`src/rtl/rf_wb_arbiter.sv`:
```
// Register-file write front end: merges ALU (A) and load (B) writebacks into one
// registered write port, tracks pending writes per register, and bypasses reads.
module rf_wb_arbiter #(
   parameter int DATA_WIDTH = 32,
   parameter int ADDR_WIDTH = 5,
   parameter int CNT_W      = 2,
   parameter int STARVE     = 3
) (
   input  logic                  clk,
   input  logic                  rst_n,
   input  logic                  a_valid,
   output logic                  a_ready,
   input  logic [ADDR_WIDTH-1:0] a_addr,
   input  logic [DATA_WIDTH-1:0] a_data,
   input  logic                  b_valid,
   output logic                  b_ready,
   input  logic [ADDR_WIDTH-1:0] b_addr,
   input  logic [DATA_WIDTH-1:0] b_data,
   input  logic                  alloc_valid,
   output logic                  alloc_ready,
   input  logic [ADDR_WIDTH-1:0] alloc_addr,
   output logic                  rf_wen,
   output logic [ADDR_WIDTH-1:0] rf_waddr,
   output logic [DATA_WIDTH-1:0] rf_wdata,
   input  logic [ADDR_WIDTH-1:0] q1_addr,
   input  logic [ADDR_WIDTH-1:0] q2_addr,
   input  logic [DATA_WIDTH-1:0] rf_rdata1,
   input  logic [DATA_WIDTH-1:0] rf_rdata2,
   output logic [DATA_WIDTH-1:0] q1_data,
   output logic [DATA_WIDTH-1:0] q2_data,
   output logic                  q1_busy,
   output logic                  q2_busy,
   output logic                  err_unalloc
);
   localparam int NREG = 2 ** ADDR_WIDTH;
   localparam int BW = $clog2(STARVE + 1);
   localparam logic [CNT_W-1:0] CNT_MAX = '1;
   localparam logic [CNT_W-1:0] CNT_ONE = CNT_W'(1);
   localparam logic [BW-1:0] B_MAX = BW'(STARVE);

   logic [BW-1:0]    b_wait;
   logic             b_turn;
   logic             grant_a;
   logic             grant_b;
   logic             dec_any;
   logic             alloc_inc;
   logic             hit1;
   logic             hit2;
   logic [CNT_W-1:0] cnt_q [1:NREG-1];
   logic [CNT_W-1:0] cnt_v [NREG];

   // x0 never holds a reservation, so its count is tied to zero
   always_comb begin
      cnt_v[0] = '0;
      for (int r = 1; r < NREG; r++) cnt_v[r] = cnt_q[r];
   end

   assign b_turn  = (b_wait == B_MAX);
   assign a_ready = !(b_turn && b_valid);
   assign b_ready = !a_valid || b_turn;
   assign grant_a = a_valid && a_ready;
   assign grant_b = b_valid && b_ready && !grant_a;

   assign dec_any     = rf_wen && (cnt_v[rf_waddr] != '0);
   assign alloc_ready = (alloc_addr == '0) || (cnt_v[alloc_addr] != CNT_MAX) ||
                        (dec_any && (rf_waddr == alloc_addr));
   assign alloc_inc   = alloc_valid && alloc_ready && (alloc_addr != '0);

   always_ff @(posedge clk or negedge rst_n) begin
      if (!rst_n) begin
         b_wait   <= '0;
         rf_wen   <= 1'b0;
         rf_waddr <= '0;
         rf_wdata <= '0;
      end else begin
         if (grant_b || !b_valid) b_wait <= '0;
         else if (!b_ready && !b_turn) b_wait <= b_wait + BW'(1);

         if (grant_a) begin
            rf_wen   <= (a_addr != '0);
            rf_waddr <= a_addr;
            rf_wdata <= a_data;
         end else if (grant_b) begin
            rf_wen   <= (b_addr != '0);
            rf_waddr <= b_addr;
            rf_wdata <= b_data;
         end else begin
            rf_wen   <= 1'b0;
         end
      end
   end

   // a reserve and a retire hitting the same register in one cycle cancel out
   always_ff @(posedge clk or negedge rst_n) begin
      if (!rst_n) begin
         for (int r = 1; r < NREG; r++) cnt_q[r] <= '0;
         err_unalloc <= 1'b0;
      end else begin
         for (int r = 1; r < NREG; r++) begin
            if (alloc_inc && (alloc_addr == ADDR_WIDTH'(r)) &&
                !(dec_any && (rf_waddr == ADDR_WIDTH'(r))))
               cnt_q[r] <= cnt_q[r] + CNT_ONE;
            else if (dec_any && (rf_waddr == ADDR_WIDTH'(r)) &&
                     !(alloc_inc && (alloc_addr == ADDR_WIDTH'(r))))
               cnt_q[r] <= cnt_q[r] - CNT_ONE;
         end
         if (rf_wen && (cnt_v[rf_waddr] == '0)) err_unalloc <= 1'b1;
      end
   end

   assign hit1 = rf_wen && (rf_waddr == q1_addr) && (q1_addr != '0);
   assign hit2 = rf_wen && (rf_waddr == q2_addr) && (q2_addr != '0);

   assign q1_data = (q1_addr == '0) ? '0 : (hit1 ? rf_wdata : rf_rdata1);
   assign q2_data = (q2_addr == '0) ? '0 : (hit2 ? rf_wdata : rf_rdata2);

   // the write in flight already counts as retired for busy purposes
   assign q1_busy = (cnt_v[q1_addr] != '0) && !(hit1 && (cnt_v[q1_addr] == CNT_ONE));
   assign q2_busy = (cnt_v[q2_addr] != '0) && !(hit2 && (cnt_v[q2_addr] == CNT_ONE));

endmodule

```
`config.mk`:
```
export PLATFORM = sky130hd
export DESIGN_NAME = rf_wb_arbiter
export DESIGN_NICKNAME = d
export VERILOG_FILES = /design/src/rtl/rf_wb_arbiter.sv
export SDC_FILE = /design/constraint.sdc
export NUM_CORES = 1
export LEC_CHECK = 0
export BUFFER_PORTS_ARGS = -buffer_cell sky130_fd_sc_hd__buf_2
export CAP_MARGIN = 30
export CELL_PAD_IN_SITES_DETAIL_PLACEMENT = 0
export CELL_PAD_IN_SITES_GLOBAL_PLACEMENT = 1
export CORE_UTILIZATION = 36
export DETAILED_ROUTE_END_ITERATION = 12
export PLACE_DENSITY_LB_ADDON = 0.1
export SYNTH_ARGS = -nofsm -noshare
export SYNTH_HDL_FRONTEND = slang
export SYNTH_SLANG_ARGS = --single-unit
```
`constraint.sdc`:
```
create_clock -name clk -period 6.2 [get_ports clk]
set_input_delay 1.24 -clock clk [delete_from_list [all_inputs] [get_ports clk]]
set_output_delay 1.24 -clock clk [all_outputs]
set_load 0.01 [all_outputs]
```
## Word-level counts from Yosys, hierarchy flattened

Index checks and enable logic that the tools add are counted.

- Register bits: 103
- Input port bits: 158
- Output and inout port bits: 108
- Logic and storage cells: 523

- $add $sub $neg: 63
- Magnitude comparators: 4
- Equality and inequality tests: 69
- Multiplexer cells: 86
- Bitwise operators: 4
- Reduce and logical (&&, ||, !) cells: 261

Operators with widths:

| cell | count |
|---|---|
| 32-bit two-way mux | 6 |
| 5-bit equality test (second input constant) | 32 |
| 2-bit two-way mux | 72 |
| 1-bit logical AND | 142 |
| 5-bit by 4-bit equality test with 1-bit output (second input constant) | 16 |
| 2-bit nonzero test | 36 |
| 1-bit logical NOT | 70 |
| 2-bit by 1-bit adder with 2-bit output (second input constant) | 32 |
| 2-bit by 1-bit subtractor with 2-bit output (second input constant) | 31 |
| 2-bit binary-select mux with 5-bit select | 4 |
| 5-bit by 3-bit equality test with 1-bit output (second input constant) | 8 |
| 5-bit nonzero test | 5 |
| 6-bit >= comparator (second input constant) | 4 |
| 5-bit inverter with 6-bit output | 4 |
| 5-bit by 2-bit equality test with 1-bit output (second input constant) | 4 |
| 5-bit equality test | 3 |
| 5-bit logical NOT | 3 |
| 5-bit by 1-bit equality test with 1-bit output (second input constant) | 2 |
| 5-bit two-way mux | 2 |
| 2-bit by 1-bit equality test with 1-bit output (second input constant) | 2 |
| 1-bit logical OR | 4 |
| 2-bit equality test (second input constant) | 1 |
| 2-bit logical NOT | 1 |
| 1-bit two-way mux | 2 |
| 2-bit != test (second input constant) | 1 |

## Depth between registers and ports, before layout

- Word-level depth: 15
- Mapped depth: 14
- Gate-level depth less buffers: 10

## Worst setup path before layout

No wires, ideal clock.

- Path type: input-to-output
- From: in q1_addr[1]
- To: out q1_busy
- Data arrival time: 3.017 ns
- Required time: 4.960 ns
- Path slack: 1.943 ns
- Cell stages on the path: 7
- Buffers on the path: 2
- Cells stage by stage: clkbuf_1 > buf_1 > mux4_1 > mux4_2 > nor2b_1 > nor2_1 > a21oi_1

- Word-level cells in the longest chain between the ends: 8
- Elaborated cells between the ends (all ways): 13
- Classes of those cells: 2 x eq/ne; 3 x mux; 1 x bitwise; 7 x reduce/logical

RTL lines:

| what | line | text |
|---|---|---|
| start, declared | 25 | `input logic [ADDR_WIDTH-1:0] q1_addr,` |
| 5-bit inverter with 6-bit output (not written as such) | 118 | `assign q1_busy = (cnt_v[q1_addr] != '0) && !(hit1 && (cnt_v[q1_addr] == CNT_ONE));` |
| 2-bit binary-select mux with 5-bit select | 118 |  |
| 2-bit two-way mux (not written as such) (2 in a row) | 118 |  |
| 2-bit by 1-bit equality test with 1-bit output | 118 |  |
| 1-bit logical AND | 118 |  |
| 1-bit logical NOT | 118 |  |
| 1-bit logical AND (*) | 118 |  |
| end, declared | 31 | `output logic q1_busy,` |

Mark *: on every way between the ends. The rest lies on a longest branch, timed or not. The select of a mux whose other input is x is not followed.

## Worst setup path in the final report

- From: reg rf_waddr[1]
- To: out alloc_ready

- Word-level cells in the longest chain between the ends: 8
- Elaborated cells between the ends (all ways): 9
- Classes of those cells: 1 x eq/ne; 3 x mux; 1 x bitwise; 4 x reduce/logical

RTL lines:

| what | line | text |
|---|---|---|
| start, declared | 23 | `output logic [ADDR_WIDTH-1:0] rf_waddr,` |
| start signal, assigned | 81 | `rf_waddr <= a_addr;` |
| start signal, assigned | 85 | `rf_waddr <= b_addr;` |
| 5-bit inverter with 6-bit output (not written as such) | 64 | `assign dec_any = rf_wen && (cnt_v[rf_waddr] != '0);` |
| 2-bit binary-select mux with 5-bit select | 64 |  |
| 2-bit two-way mux (not written as such) (2 in a row) | 64 |  |
| 2-bit nonzero test | 64 |  |
| 1-bit logical AND | 64 |  |
| 1-bit logical AND (*) | 66 | `(dec_any && (rf_waddr == alloc_addr));` |
| 1-bit logical OR (*) | 65 | `assign alloc_ready = (alloc_addr == '0) \|\| (cnt_v[alloc_addr] != CNT_MAX) \|\|` |
| end, declared | 20 | `output logic alloc_ready,` |

Marked as above.

==> metrics.yaml <==
floorplanning:
  ioPinCount: 266
  initial_core_util: 0.366
  dieWidth_um: 159
  num_rows: 57
  core_um2: 24300
  die_h_um: 159
  die-area_um2: 25400
finish:
  final-instance-count-excl-fill: 1533
  drive_gt1_frac: 0.302
  area_growth_pct: 19.1
  layout_common_cells: "buf_2, nand2_1, dfrtp_1"
  nets: 1392
  final_common_cell: "buf_2"
  nFillCells: 2500
grt:
  antenna_found_initial: 2
  grt_use_total: 0.257
  grt_max_degree: 77
  grt.overflow.total: 0
  grt_pass1_wl_um: 50400
  grt_pass1_vias: 8113
routing:
  totalWireLength_um: 32200
  firstDrtPassIters: 5
  met2_length_um: 15100
  vias_per_cell: 5.48
  wl_met1_um: 14300
  post-route-drc-count: 0
  ant_nets: 0
  met3_length_um: 2180
  highest_layer: "met4"
  wl_per_cell_um: 21.0
  drtIter0Drc: 578
  vias: 8400
sta:
  slew_viol_final: 0
  worst_slew_pin_slew_ns: 0.998
  fin_crit_sh: 0.783
  clock_skew_ns: 0.0131
  hold_viol_final: 0
  setup_viol: 0
  layout_min_cycle_time_ns: 4.86
  max_freq_mhz: 206
  tns_ns: 0
  timing.final.ws_setup_ns: 1.34
  rsz0062_at_grt: "no"
  max_slew_margin: 0.335
flow_run:
  drv_cap: 0
place:
  gp_congestion: 0.895
  dp_cells: 1515
  place_hpwl_um: 23900
  place_ws_ns: 1.52
  io_buffers: 265
synth:
  synth.distinct_cells: 69
  netlist_area_um2: 8900
  yosysSeqAreaShare: 0.290
  syn_area_per_cell_um2: 9.01
  synth_area_leader_cell: "dfrtp_1"
  synthCells: 988
  synth_edf_count: 0
  synthArstFlopShare: 1.00
  synth_top_cell_area_share: 0.290
  ys.flop_type: "dfrtp_1"
  ys_ff_latch: 103
  syn_nets: 1178
  yosys_warnings: 0
  ys_top_cells_by_area: "dfrtp_1, mux4_2, xor2_1"
worst_setup_path:
  r2r_slack_ns: 2.27
  worstPathArrival_ns: 3.62
  crit_type: "reg -> out"
  critPathMaxFanout: 32
  cp-start-kind: "register"
  crit_path_end_kind: "output pin"
  worstPathRequired_ns: 4.96
power:
  powerDensity_nw_per_um2: 286
  irDropWorstVdd_uv: 135
  cellLeakagePower_nw: 4.45
clocking:
  clock-sinks: 103
  cts_buffers: 9
  htreeDepth: 3
  cts_buffer_depth: 2
  cts.hold.buffers_added: 0
  clock_latency_ns: 0.37
  cts_resized: 0
  cts_tree: "built"
  path_clk_slew_ns: 0.09
  cts_setup_buffers: 0
  clockRootBuffer: "clkbuf_16"
outcome:
  status: "complete, no violations"
min_path:
  hold_class: "reg -> reg"
## cells by family (layout without fill, tap and decap cells)
kind of cell,count (synthesis),in the layout,synth area share
adder cells (fa/ha/maj),32,32,0.0450
AO/OA/AOI/OAI,216,216,0.147
flip-flops,103,103,0.290
XOR/XNOR,108,108,0.106
multiplexers,97,97,0.177
other,0,2,0
AND/OR/NAND/NOR,351,351,0.180
buffers and inverters,81,300,0.0545
## cells in the mapped netlist, types with 4 or more instances
cell,count
clkbuf_1,44
mux4_2,40
o22ai_1,5
a211oi_2,5
mux2i_1,45
xor2_1,68
buf_6,5
nor2_1,101
xnor2_1,40
nand2_1,147
mux4_1,6
clkbuf_8,12
a211oi_1,27
nand3_1,9
or3_1,6
or2_1,4
nor3_1,10
nor3b_1,5
o21ai_0,81
buf_2,7
dfrtp_1,103
nand2b_1,36
nor2b_1,4
mux2_2,6
nand4_1,4
a21oi_1,69
ha_1,32
inv_1,6
buf_4,4
## worst max-delay path, cell delays in order, from the launching register on
cell       delay (ns)
dfrtp_1          0.94
or3b_2           0.49
a211oi_1         0.30
a2111oi_2        0.15
o32ai_1          0.49
nand4b_4         0.22
buf_4            0.38
nand2_1          0.10
buf_2            0.16
## state kept, by name, indices dropped and copies added (netlist names)
name and count:
err_unalloc 1, rf_waddr 5, cnt_q 62, rf_wen 1, rf_wdata 32, b_wait 2
## power by group
group,switching [mW],internal (mW)
Sequential,0.474,0.886
Clock,0.294,0.286
Combinational,0.485,0.608
## cell type report
type / instances / area, um^2 / area share
Tap cell: 324 / 405 / 0.0383
Inverter: 7 / 26.3 / 0.00248
Clock inverter: 7 / 71.3 / 0.00673
Antenna cell: 2 / 5.00 / 0.000472
Clock buffer: 9 / 225 / 0.0213
Timing Repair Buffer: 277 / 1420 / 0.134
Sequential cell: 103 / 2580 / 0.243
Multi-Input combinational cell: 804 / 5870 / 0.554
## metrics by stage
| step | hold WS, ns | instance area [um^2] | total power, mW | util |
|---|---|---|---|---|
| 2_1_floorplan | 0.416 | 8900 | 1.99 | - |
| 3_3_place_gp | 0.438 | 10300 | 2.44 | 0.423 |
| 3_5_place_dp | 0.441 | 10300 | 2.44 | 0.423 |
| 4_1_cts | 0.453 | 10600 | 3.04 | 0.436 |
| 5_1_grt | 0.486 | 10600 | 3.21 | 0.436 |
| 6_report | 0.456 | 10600 | 3.03 | 0.436 |
## path summary, 6_finish.rpt
check | from | end | cells past startpoint
min | b_wait[0] | b_wait[0] | 1
min in group asynchronous | rst_n | cnt_q[19] | 1
max | rf_waddr[1] | alloc_ready | 8
max in group asynchronous | rst_n | cnt_q[55] | 2
min reg2reg | b_wait[0] | b_wait[0] | 1
max reg2reg | rf_waddr[1] | cnt_q[45] | 10
## metal layers
metal / vias to the layer above / track usage
met2: 347 / 0.407
met5: - / 0
met4: 0 / 0.0708
li1: 3941 / -
met3: 44 / 0.0508
met1: 4068 / 0.358
Power figures use the tool's default switching activity.
